## config.mk

```make
export PLATFORM = sky130hd
export DESIGN_NAME = nn_layer_sequencer
export DESIGN_NICKNAME = d
export VERILOG_FILES = /design/src/rtl/nn_layer_sequencer.sv
export SDC_FILE = /design/constraint.sdc
export NUM_CORES = 1
export LEC_CHECK = 0
export BUFFER_PORTS_ARGS = -buffer_cell sky130_fd_sc_hd__buf_2
export CAP_MARGIN = 20
export CORE_MARGIN = 1
export CORE_UTILIZATION = 50
export DETAILED_ROUTE_END_ITERATION = 8
export PLACE_DENSITY = 0.74
export SYNTH_ARGS = -nofsm -noshare
export SYNTH_HDL_FRONTEND = slang
export SYNTH_SLANG_ARGS = --single-unit
```

## constraint.sdc

```tcl
create_clock -name clk -period 5.8 [get_ports clk]
set_clock_uncertainty 0.05 [all_clocks]
set_input_delay 1.16 -clock clk [delete_from_list [all_inputs] [get_ports clk]]
set_output_delay 1.16 -clock clk [all_outputs]
set_load 0.02 [all_outputs]
```

## src/rtl/nn_layer_sequencer.sv

```systemverilog
// -----------------------------------------------------------------------------
// nn_layer_sequencer
//
// Central control FSM for the two-layer MNIST classifier datapath
// (784 -> 20 -> 10). One inference walks the pixel address through the image
// while qualifying layer-1 MAC beats. It then waits out the bias/ReLU pipeline,
// parallel-loads the hidden activations into the parallel-to-serial unit and
// streams them into the layer-2 MACs. Finally it fires the bias2 read and the
// argmax compare strobes and pulses done.
//
// Ports
//   clk          rising-edge clock
//   rst_n        synchronous active-low reset
//   start        begin one inference (sampled only in IDLE)
//   abort        synchronous abort, back to IDLE on the next edge
//   pix_valid    pixel source presents the pixel at pixel_addr this cycle
//   pixel_addr   current pixel index (layer-1 beat counter)
//   l1_en        layer-1 accumulate qualifier (state==L1 && pix_valid)
//   begin_sign   clear layer-1 accumulators
//   finish_sign  layer-1 complete, latch MAC results
//   pts_load     parallel load of ReLU outputs into the pts unit
//   pts_out      pts shift-out enable
//   hid_addr     hidden index / layer-2 weight row address
//   weight2_rd   layer-2 weight memory read enable
//   mac2_en      layer-2 MAC accumulate enable
//   mac2_clr     layer-2 MAC clear
//   bias2_rd     bias2 memory read strobe
//   compare_en   argmax compare enable
//   busy         FSM is not in IDLE
//   done         one-cycle inference-complete pulse
//   state_dbg    current FSM state encoding (IDLE = 0), for debug/checkers
//
// Handshake: pix_valid is a one-sided valid. A layer-1 beat is consumed on a
// rising edge where state is L1 and pix_valid is 1. There is no ready back to
// the pixel source; the source must hold the pixel at pixel_addr until it is
// consumed, and pixel_addr only advances on a consumed beat.
// -----------------------------------------------------------------------------
module nn_layer_sequencer #(
  parameter int N_PIXELS = 784,
  parameter int N_HIDDEN = 20,
  parameter int L1_LAT   = 3,
  parameter int L2_LAT   = 1,
  parameter int B2_LAT   = 2
) (
  input  logic       clk,
  input  logic       rst_n,
  input  logic       start,
  input  logic       abort,
  input  logic       pix_valid,
  output logic [9:0] pixel_addr,
  output logic       l1_en,
  output logic       begin_sign,
  output logic       finish_sign,
  output logic       pts_load,
  output logic       pts_out,
  output logic [4:0] hid_addr,
  output logic       weight2_rd,
  output logic       mac2_en,
  output logic       mac2_clr,
  output logic       bias2_rd,
  output logic       compare_en,
  output logic       busy,
  output logic       done,
  output logic [3:0] state_dbg
);

  typedef enum logic [3:0] {
    S_IDLE    = 4'd0,
    S_CLR     = 4'd1,
    S_L1      = 4'd2,
    S_L1_WAIT = 4'd3,
    S_LOAD    = 4'd4,
    S_L2      = 4'd5,
    S_L2_WAIT = 4'd6,
    S_BIAS2   = 4'd7,
    S_B2_WAIT = 4'd8,
    S_CMP     = 4'd9,
    S_DONE    = 4'd10
  } state_t;

  localparam logic [9:0] PIX_LAST = 10'(N_PIXELS - 1);
  localparam logic [4:0] HID_LAST = 5'(N_HIDDEN - 1);
  localparam logic [7:0] L1_LAST  = 8'(L1_LAT - 1);
  localparam logic [7:0] L2_LAST  = 8'(L2_LAT - 1);
  localparam logic [7:0] B2_LAST  = 8'(B2_LAT - 1);

  state_t     state;
  // Shared cycle counter for the three pipeline-wait states; it is always 0
  // on entry to a wait state so finish_sign can key off its first cycle.
  logic [7:0] wait_cnt;

  always_ff @(posedge clk) begin
    if (!rst_n || abort) begin
      state      <= S_IDLE;
      pixel_addr <= 10'd0;
      hid_addr   <= 5'd0;
      wait_cnt   <= 8'd0;
    end else begin
      case (state)
        S_IDLE: begin
          if (start) state <= S_CLR;
        end
        S_CLR: begin
          pixel_addr <= 10'd0;
          state      <= S_L1;
        end
        S_L1: begin
          // Stalls simply hold pixel_addr; the last beat returns it to 0.
          if (pix_valid) begin
            if (pixel_addr == PIX_LAST) begin
              pixel_addr <= 10'd0;
              wait_cnt   <= 8'd0;
              state      <= S_L1_WAIT;
            end else begin
              pixel_addr <= pixel_addr + 10'd1;
            end
          end
        end
        S_L1_WAIT: begin
          if (wait_cnt == L1_LAST) begin
            wait_cnt <= 8'd0;
            state    <= S_LOAD;
          end else begin
            wait_cnt <= wait_cnt + 8'd1;
          end
        end
        S_LOAD: begin
          hid_addr <= 5'd0;
          state    <= S_L2;
        end
        S_L2: begin
          // Layer 2 never stalls: one hidden activation per cycle.
          if (hid_addr == HID_LAST) begin
            hid_addr <= 5'd0;
            wait_cnt <= 8'd0;
            state    <= S_L2_WAIT;
          end else begin
            hid_addr <= hid_addr + 5'd1;
          end
        end
        S_L2_WAIT: begin
          if (wait_cnt == L2_LAST) begin
            wait_cnt <= 8'd0;
            state    <= S_BIAS2;
          end else begin
            wait_cnt <= wait_cnt + 8'd1;
          end
        end
        S_BIAS2: begin
          wait_cnt <= 8'd0;
          state    <= S_B2_WAIT;
        end
        S_B2_WAIT: begin
          if (wait_cnt == B2_LAST) begin
            wait_cnt <= 8'd0;
            state    <= S_CMP;
          end else begin
            wait_cnt <= wait_cnt + 8'd1;
          end
        end
        S_CMP: begin
          state <= S_DONE;
        end
        S_DONE: begin
          // Always pass through IDLE, so back-to-back runs get a 1-cycle gap.
          state <= S_IDLE;
        end
        default: begin
          state <= S_IDLE;
        end
      endcase
    end
  end

  // Moore decode of the registered state; l1_en is the only input-qualified
  // strobe because the MAC must not accumulate on a stalled pixel.
  assign l1_en       = (state == S_L1) && pix_valid;
  assign begin_sign  = (state == S_CLR);
  assign mac2_clr    = (state == S_CLR);
  assign finish_sign = (state == S_L1_WAIT) && (wait_cnt == 8'd0);
  assign pts_load    = (state == S_LOAD);
  assign pts_out     = (state == S_L2);
  assign weight2_rd  = (state == S_L2);
  assign mac2_en     = (state == S_L2);
  assign bias2_rd    = (state == S_BIAS2);
  assign compare_en  = (state == S_CMP);
  assign done        = (state == S_DONE);
  assign busy        = (state != S_IDLE);
  assign state_dbg   = state;

endmodule
```

Yosys cells after proc, flatten, opt, wreduce, memory -nomap -nowiden
Index checks and enable logic that the tools add are counted.

Output and inout bits: 31. Word-level logic and storage cells: 61. Flip-flop bits (word level): 27. Bits of input ports: 5.

Eq/ne operators: 21. Add/sub/neg operators: 3. Multiplexer cells: 20. Reduce and logical (&&, ||, !) cells: 13.

Operators by type and width (count): two-way mux 8 bit (6); one-hot mux 8 bit (6 select lines) (1); one-hot mux 4 bit (10 select lines) (1); two-way mux 4 bit (7); two-way mux 10 bit (2); one-hot mux 10 bit (2 select lines) (1); equality test 4 x 3 -> 1 bit, second input constant (4); equality test 4 bit, second input constant (3); inequality test 2 bit, second input constant (6); adder 10 x 1 -> 10 bit, second input constant (1); equality test 10 bit, second input constant (1); one-hot mux 5 bit (2 select lines) (1); adder 8 x 1 -> 8 bit, second input constant (1); equality test 4 x 2 -> 1 bit, second input constant (2); equality test 8 x 1 -> 1 bit, second input constant (1); equality test 8 x 2 -> 1 bit, second input constant (1); logical NOT 8 bit (1); AND reduction 7 bit (1); nonzero test 6 bit (1); adder 5 x 1 -> 5 bit, second input constant (1); equality test 5 bit, second input constant (1); two-way mux 5 bit (1); equality test 4 x 1 -> 1 bit, second input constant (1); logical NOT 4 bit (1); other kinds (8) (10).

Longest topological paths before layout
Gate-level depths: netlist of run 1.

Depth after elaboration: 4. Gate-level depth with buffers: 7. Gate-level depth less buffers: 7.

Worst setup path before layout of run 1
OpenSTA, ideal clock, no wires.

Path type: reg2out. From: register state[1] (netlist: state_dbg[1]). To: output port mac2_clr. Required time: 4.590 ns. Stages on the path, launching flop included: 6. Buffers on the path: 3. Setup slack: 2.830 ns. Arrival: 1.760 ns. Cell sequence: dfxtp_1 > clkbuf_1 > or2b_2 > buf_6 > nor3_1 > buf_4.

Word-level cells in the longest chain between the ends: 1.

Ends and longest elaborated chain: from (decl) (line 87) `state_t state;`; from (signal assigned) (line 94) `state <= S_IDLE;`; from (signal assigned) (line 101) `if (start) state <= S_CLR;`; from (signal assigned) (line 105) `state <= S_L1;`; equality test 4 x 1 -> 1 bit; to (decl) (line 59) `output logic mac2_clr,`.

Every way passes these cells.

Final worst setup path of run 1
From: register state[1] (netlist: state_dbg[1]). To: output port l1_en.

Word-level cells in the longest chain between the ends: 2.

Ends and longest elaborated chain: equality test 4 x 2 -> 1 bit (line 177) `assign l1_en = (state == S_L1) && pix_valid;`; logical AND 1 bit (line 177); to (decl) (line 51) `output logic l1_en,`.

Every way passes these cells.

==> run summary, run 1 <==
status = completed
row count = 20
Resized Gates After CTS = 0
critical path class = reg2out
Ys Warns = 0
# nets final = 240
Area Growth Syn to Fin = 9.19%
clock sink count = 27
Non-Filler Instances = 272
first-pass GRT wire length = 5.58 mm
pwr dens = 160 nW/um^2
initial DRC count = 91
Root Driver = clkbuf_4
MaxCap Viol Count = 0
Hold Path Class = reg2reg
initial antenna violation count = 0
Syn Inst Count = 200
final hold vios = 0
DP HPWL = 2.50 mm
Tcrit/Tclk final = 54.7%
DRC Markers = 0
worst vdd ir = 0.0779 mV
Routed Antenna Nets = 0
number of port buffers = 35
GP Congestion = 0.786
Max Slew Vio Count = 0
setup TNS = 0 ns
Overflow after GRT = 0
critical path's slowest cell = dfxtp_1
Crit. End Element = primary output
ys async rst share = 0%
Die W = 60.3 um
crit path cell chain = nand2b_1 -> or3_2 -> nor2_1 -> buf_2
Seq/Total Area, Yosys = 31.8%
Num CTS Buffers = 3
number of library cell types mapped by synthesis = 54
Worst Hold Margin = 0.461 ns
crit path time final = 3.17 ns
Post-synth EDFFs = 0
Post-Syn Area = 1700 sq um
max frequency = 0.315 GHz
ys flop type = dfxtp_1
CP delay by family, top = simple AND/OR/NAND/NOR gates
clk_lat worst skew = 0.33 ns
WP buf/inv = 1
hold-critical path depth = 1
Worst-path clk slew = 0.15 ns
Pre-Repair DR Iteration Count = 4
worst-path maximum fanout = 19
CTS tree = built
Max Root-Sink Buffers = 2
I/O pins = 36
routed via count = 1522
Synth top area share = 31.8%
startpoint types = flop
Worst slew margin = 46.1%
layout cell share with drive strength beyond 1 = 21.9%
Core Box Area = 3130 sq um
largest net degree at the start of global routing = 20
cells on worst reg2reg path = 6
worst endpoint data arrival time = 1.96 ns
cell count along the critical path = 4
Die ar. = 3640 sq um
Setup Fix Bufs, Post-CTS = 0
synthesized area per cell = 8.51 sq um
drt total wl = 3.44 mm
Worst Max-Slew Pin Slew = 0.806 ns
vias in the first global route = 1262
RSZ-0062 raised after global routing = no
Hold Buf Count CTS = 0
Initial Utilization = 54.4%
GR Util All Layers = 19.9%
placed cell count = 268
WL/cell = 12.6 um
Yosys top cell by area = dfxtp_1
#FFs+latches synth = 27
worst path required time = 4.59 ns
H-tree levels = 1
LEAKAGE = 0.000722 uW
Synth area leaders = dfxtp_1 (32%), nor2_1 (5.5%), xnor2_1 (4.6%), ha_1 (4.4%), nand2_1 (4.4%)
setup violators final = 0
vias per cell = 5.60
Die Span Y = 60.3 um
post-synth net total = 211
utilization after layout = 59.4%
slowest cell delay on critical path = 0.70 ns
Ant. Diodes = 0
-- report_power, final --
group	leakage [uW]	internal [uW]	switching, uW
Clock	0.0000150	27.0	56.1
Sequential	0.000218	186	2.93
Combinational	0.000490	9.56	15.4
-- worst reg2reg max path: stages (launching register included) --
cell	delay [ns]
dfxtp_1	0.44
ha_1	0.26
or4b_4	0.49
nor4_4	0.26
a21oi_2	0.12
or4_4	0.58
o41ai_2	0.27
-- cells by family after synthesis --
group	count (synthesis)	synth area share [%]
AO/OA/AOI/OAI	42	18.5
AND/OR/NAND/NOR	91	30.0
buffers and inverters	20	7.87
XOR/XNOR	11	5.66
adder cells (fa/ha/maj)	6	4.41
multiplexers	3	1.76
flip-flops	27	31.8
-- stage by stage --
step,total power (uW),cell area (sq um),setup slack (ns)
floorplan,215,1700,2.83
global placement,218,1830,2.98
detailed placement,218,1830,2.94
CTS,301,1860,2.65
global route,310,1860,2.54
finish,297,1860,2.63
-- cells in the mapped netlist (3+ instances only) --
master     n
dfxtp_1   27
nor2_1    25
nand2_1   20
inv_1      9
xnor2_1    9
nor3_1     8
o21ai_0    8
a21oi_1    7
ha_1       6
nand3_1    6
buf_4      4
nand2b_1   4
nor4b_1    4
a21o_1     3
buf_6      3
mux2i_1    3
or3_1      3
-- worst paths after layout --
check	start	to	slack, ns
worst max register to register	pixel_addr[0]	state_dbg[1]	3.24
worst min register to register	wait_cnt[7]	wait_cnt[7]	0.46
worst min-delay path	wait_cnt[7]	wait_cnt[7]	0.46
worst max-delay path	state_dbg[1]	l1_en	2.63
-- final cells by class --
| class | instances | area, sq um |
|---|---|---|
| well taps | 44 | 55.1 |
| inverters | 9 | 33.8 |
| multi-input cells | 153 | 1030 |
| repair buffers | 35 | 175 |
| clock buffers | 4 | 26.3 |
| fillers | 282 | 1270 |
| flip-flops and latches | 27 | 541 |
-- registers in the layout, summed over array words and instances (netlist names) --
signal,cells
wait_cnt,8
state_dbg,4
pixel_addr,10
hid_addr,5
-- cell usage in the layout (no fill, tap or decap), types with 7 or more instances in the layout --
cell type and n:
buf_2 35, dfxtp_1 27, nor2_1 25, nand2_1 20, inv_1 9, xnor2_1 9, nor3_1 8, o21ai_0 8
a21oi_1 7
-- routing by layer --
| metal | global-route usage, % | vias to the layer above | wire length, um |
|---|---|---|---|
| li1 | - | 772 | - |
| met2 | 30.6 | 45 | 1490 |
| met4 | 5.98 | 0 | 28 |
| met3 | 1.92 | 4 | 161 |
| met5 | 0 | - | 0 |
| met1 | 29.4 | 701 | 1760 |
No activity file was read; power rests on OpenSTA's default activity.
==> run 2: changes to the inputs <==
==> constraint.sdc (replaced) <==
create_clock -name clk -period 3.3 [get_ports clk]
set_clock_uncertainty 0.05 [all_clocks]
set_input_delay 0.66 -clock clk [delete_from_list [all_inputs] [get_ports clk]]
set_output_delay 0.66 -clock clk [all_outputs]
set_load 0.02 [all_outputs]
==> run 2 against run 1 <==
- total power is 79% higher
- critical endpoint unchanged
- clock-buffer cell count is 1 lower
- utilization is 0.36 points higher
==> run summary, run 2 (synthesized netlist as in run 1, its figures left out) <==
Routed Antenna Nets = 0 (unchanged)
Worst-path clk slew = 0.16 ns (about the same)
setup violators final = 0 (unchanged)
commonest non-fill, non-tap cell in the layout = buf_2
CP delay by family, top = simple AND/OR/NAND/NOR gates
Area Growth Syn to Fin = 9.85%
Worst Max-Slew Pin Slew = 0.684 ns (-0.122 ns)
critical path's slowest cell = dfxtp_1
Resized Gates After CTS = 0 (unchanged)
pwr dens = 284 nW/um^2 (+78%)
layout cell share with drive strength beyond 1 = 22.7% (+0.78 points)
Die Span Y = 60.3 um (unchanged)
number of port buffers = 35 (unchanged)
DRC Markers = 0 (unchanged)
GR Util All Layers = 20.6% (+0.70 points)
most flop-heavy register = pixel_addr
CTS tree = built
storage element area = 541 sq um (unchanged)
status = completed
clock sink count = 27 (unchanged)
worst path required time = 2.59 ns (-2.00 ns)
Overflow after GRT = 0 (unchanged)
Die W = 60.3 um (unchanged)
Tcrit/Tclk final = 81.3%
worst endpoint data arrival time = 1.97 ns (about the same)
initial DRC count = 97 (+6.6%)
multi-input combinational cell area = 1030 sq um (unchanged)
pre-CTS setup slack = 0.809 ns (-2.13 ns)
worst-path maximum fanout = 19 (unchanged)
Max Slew Vio Count = 0 (unchanged)
crit path time final = 2.68 ns
row count = 20 (unchanged)
Worst Hold Margin = 0.463 ns (+0.00137 ns)
Largest register FFs = 10 (unchanged)
Pre-Repair DR Iteration Count = 4 (unchanged)
Core Box Area = 3130 sq um (unchanged)
LEAKAGE = 0.000727 uW (+0.59%)
H-tree levels = 1 (unchanged)
MaxCap Viol Count = 0 (unchanged)
placed cell count = 269 (+0.37%)
startpoint types = flop
FILL cells = 295 (+4.6%)
Initial Utilization = 54.4% (unchanged)
vias per cell = 5.53 (-1.2%)
WL/cell = 13.0 um (+3.2%)
vias in the first global route = 1287 (+2.0%)
critical path class = reg2out
Non-Filler Instances = 273 (+0.37%)
RSZ-0062 raised after global routing = no
DP HPWL = 2.62 mm (+4.8%)
largest registers = pixel_addr x10, wait_cnt x8, hid_addr x5
Crit. End Element = primary output
drt total wl = 3.56 mm (+3.6%)
worst vdd ir = 0.187 mV (+140%)
final hold vios = 0 (unchanged)
Worst slew margin = 54.3% (+8.2 points)
GP Congestion = 0.822 (+4.5%)
Root Driver = clkbuf_4
largest net degree at the start of global routing = 20 (unchanged)
Hold Path Class = reg2reg
clk_lat worst skew = 0.34 ns (about the same)
setup TNS = 0 ns (unchanged)
Setup Fix Bufs, Post-CTS = 0 (unchanged)
Ant. Diodes = 0 (unchanged)
routed via count = 1510 (-0.79%)
max frequency = 0.373 GHz
Num CTS Buffers = 3 (unchanged)
crit path cell chain = nand2b_1 -> or3_2 -> nor2_1 -> buf_2
most frequent cells in the layout = buf_2 (35), dfxtp_1 (27), nor2_1 (25)
Hold Buf Count CTS = 0 (unchanged)
setup ws final = 0.616 ns (-2.01 ns)
I/O pins = 36 (unchanged)
WP buf/inv = 1 (unchanged)
Final Total Pwr = 532 uW (+79%)
Die ar. = 3640 sq um (unchanged)
first-pass GRT wire length = 5.73 mm (+2.7%)
Max Root-Sink Buffers = 2 (unchanged)
# nets final = 241 (+0.42%)
initial antenna violation count = 0 (unchanged)
slowest cell delay on critical path = 0.69 ns (about the same)
==> run 2: changes by cell type in the layout (fill, tap and decap cells not counted) <==
cell | before | now
clkbuf_1 | 1 | 0
clkinvlp_4 | 0 | 1
buf_4 | 0 | 1
==> run 2: layer usage <==
layer  global-route usage (%)  vias up  wire length, um
li1                         -      778                -
met1                     30.0      692             1830
met2                     32.0       35             1570
met3                     1.92        5              127
met4                     6.98        0               43
met5                        0        -                0
==> run 2: final cells by class <==
cell class	count	share of cell area, %
repair buffers	36	9.77
multi-input cells	153	55.0
inverters	9	1.81
well taps	44	2.95
clock inverters	1	0.402
clock buffers	3	1.20
flip-flops and latches	27	28.9
==> run 2: report_power, final <==
group	switching (uW)	internal [uW]	total, uW
Combinational	27.3	17.9	45.2
Clock	107	46.5	154
Sequential	5.19	328	333
==> run 2: stage by stage <==
stage | instance area [sq um] | utilization, %
2_1_floorplan | 1700 | -
3_3_place_gp | 1840 | 58.8
3_5_place_dp | 1840 | 58.8
4_1_cts | 1870 | 59.8
5_1_grt | 1870 | 59.8
6_report | 1870 | 59.8
==> run 2: path summary, 6_finish.rpt <==
| path | start | cells after the start | end | slack (ns) |
|---|---|---|---|---|
| max | state_dbg[1] | 4 | l1_en | 0.62 |
| min | wait_cnt[7] | 1 | wait_cnt[7] | 0.46 |
| max reg2reg | pixel_addr[0] | 6 | state_dbg[1] | 0.80 |
| min reg2reg | wait_cnt[7] | 1 | wait_cnt[7] | 0.46 |
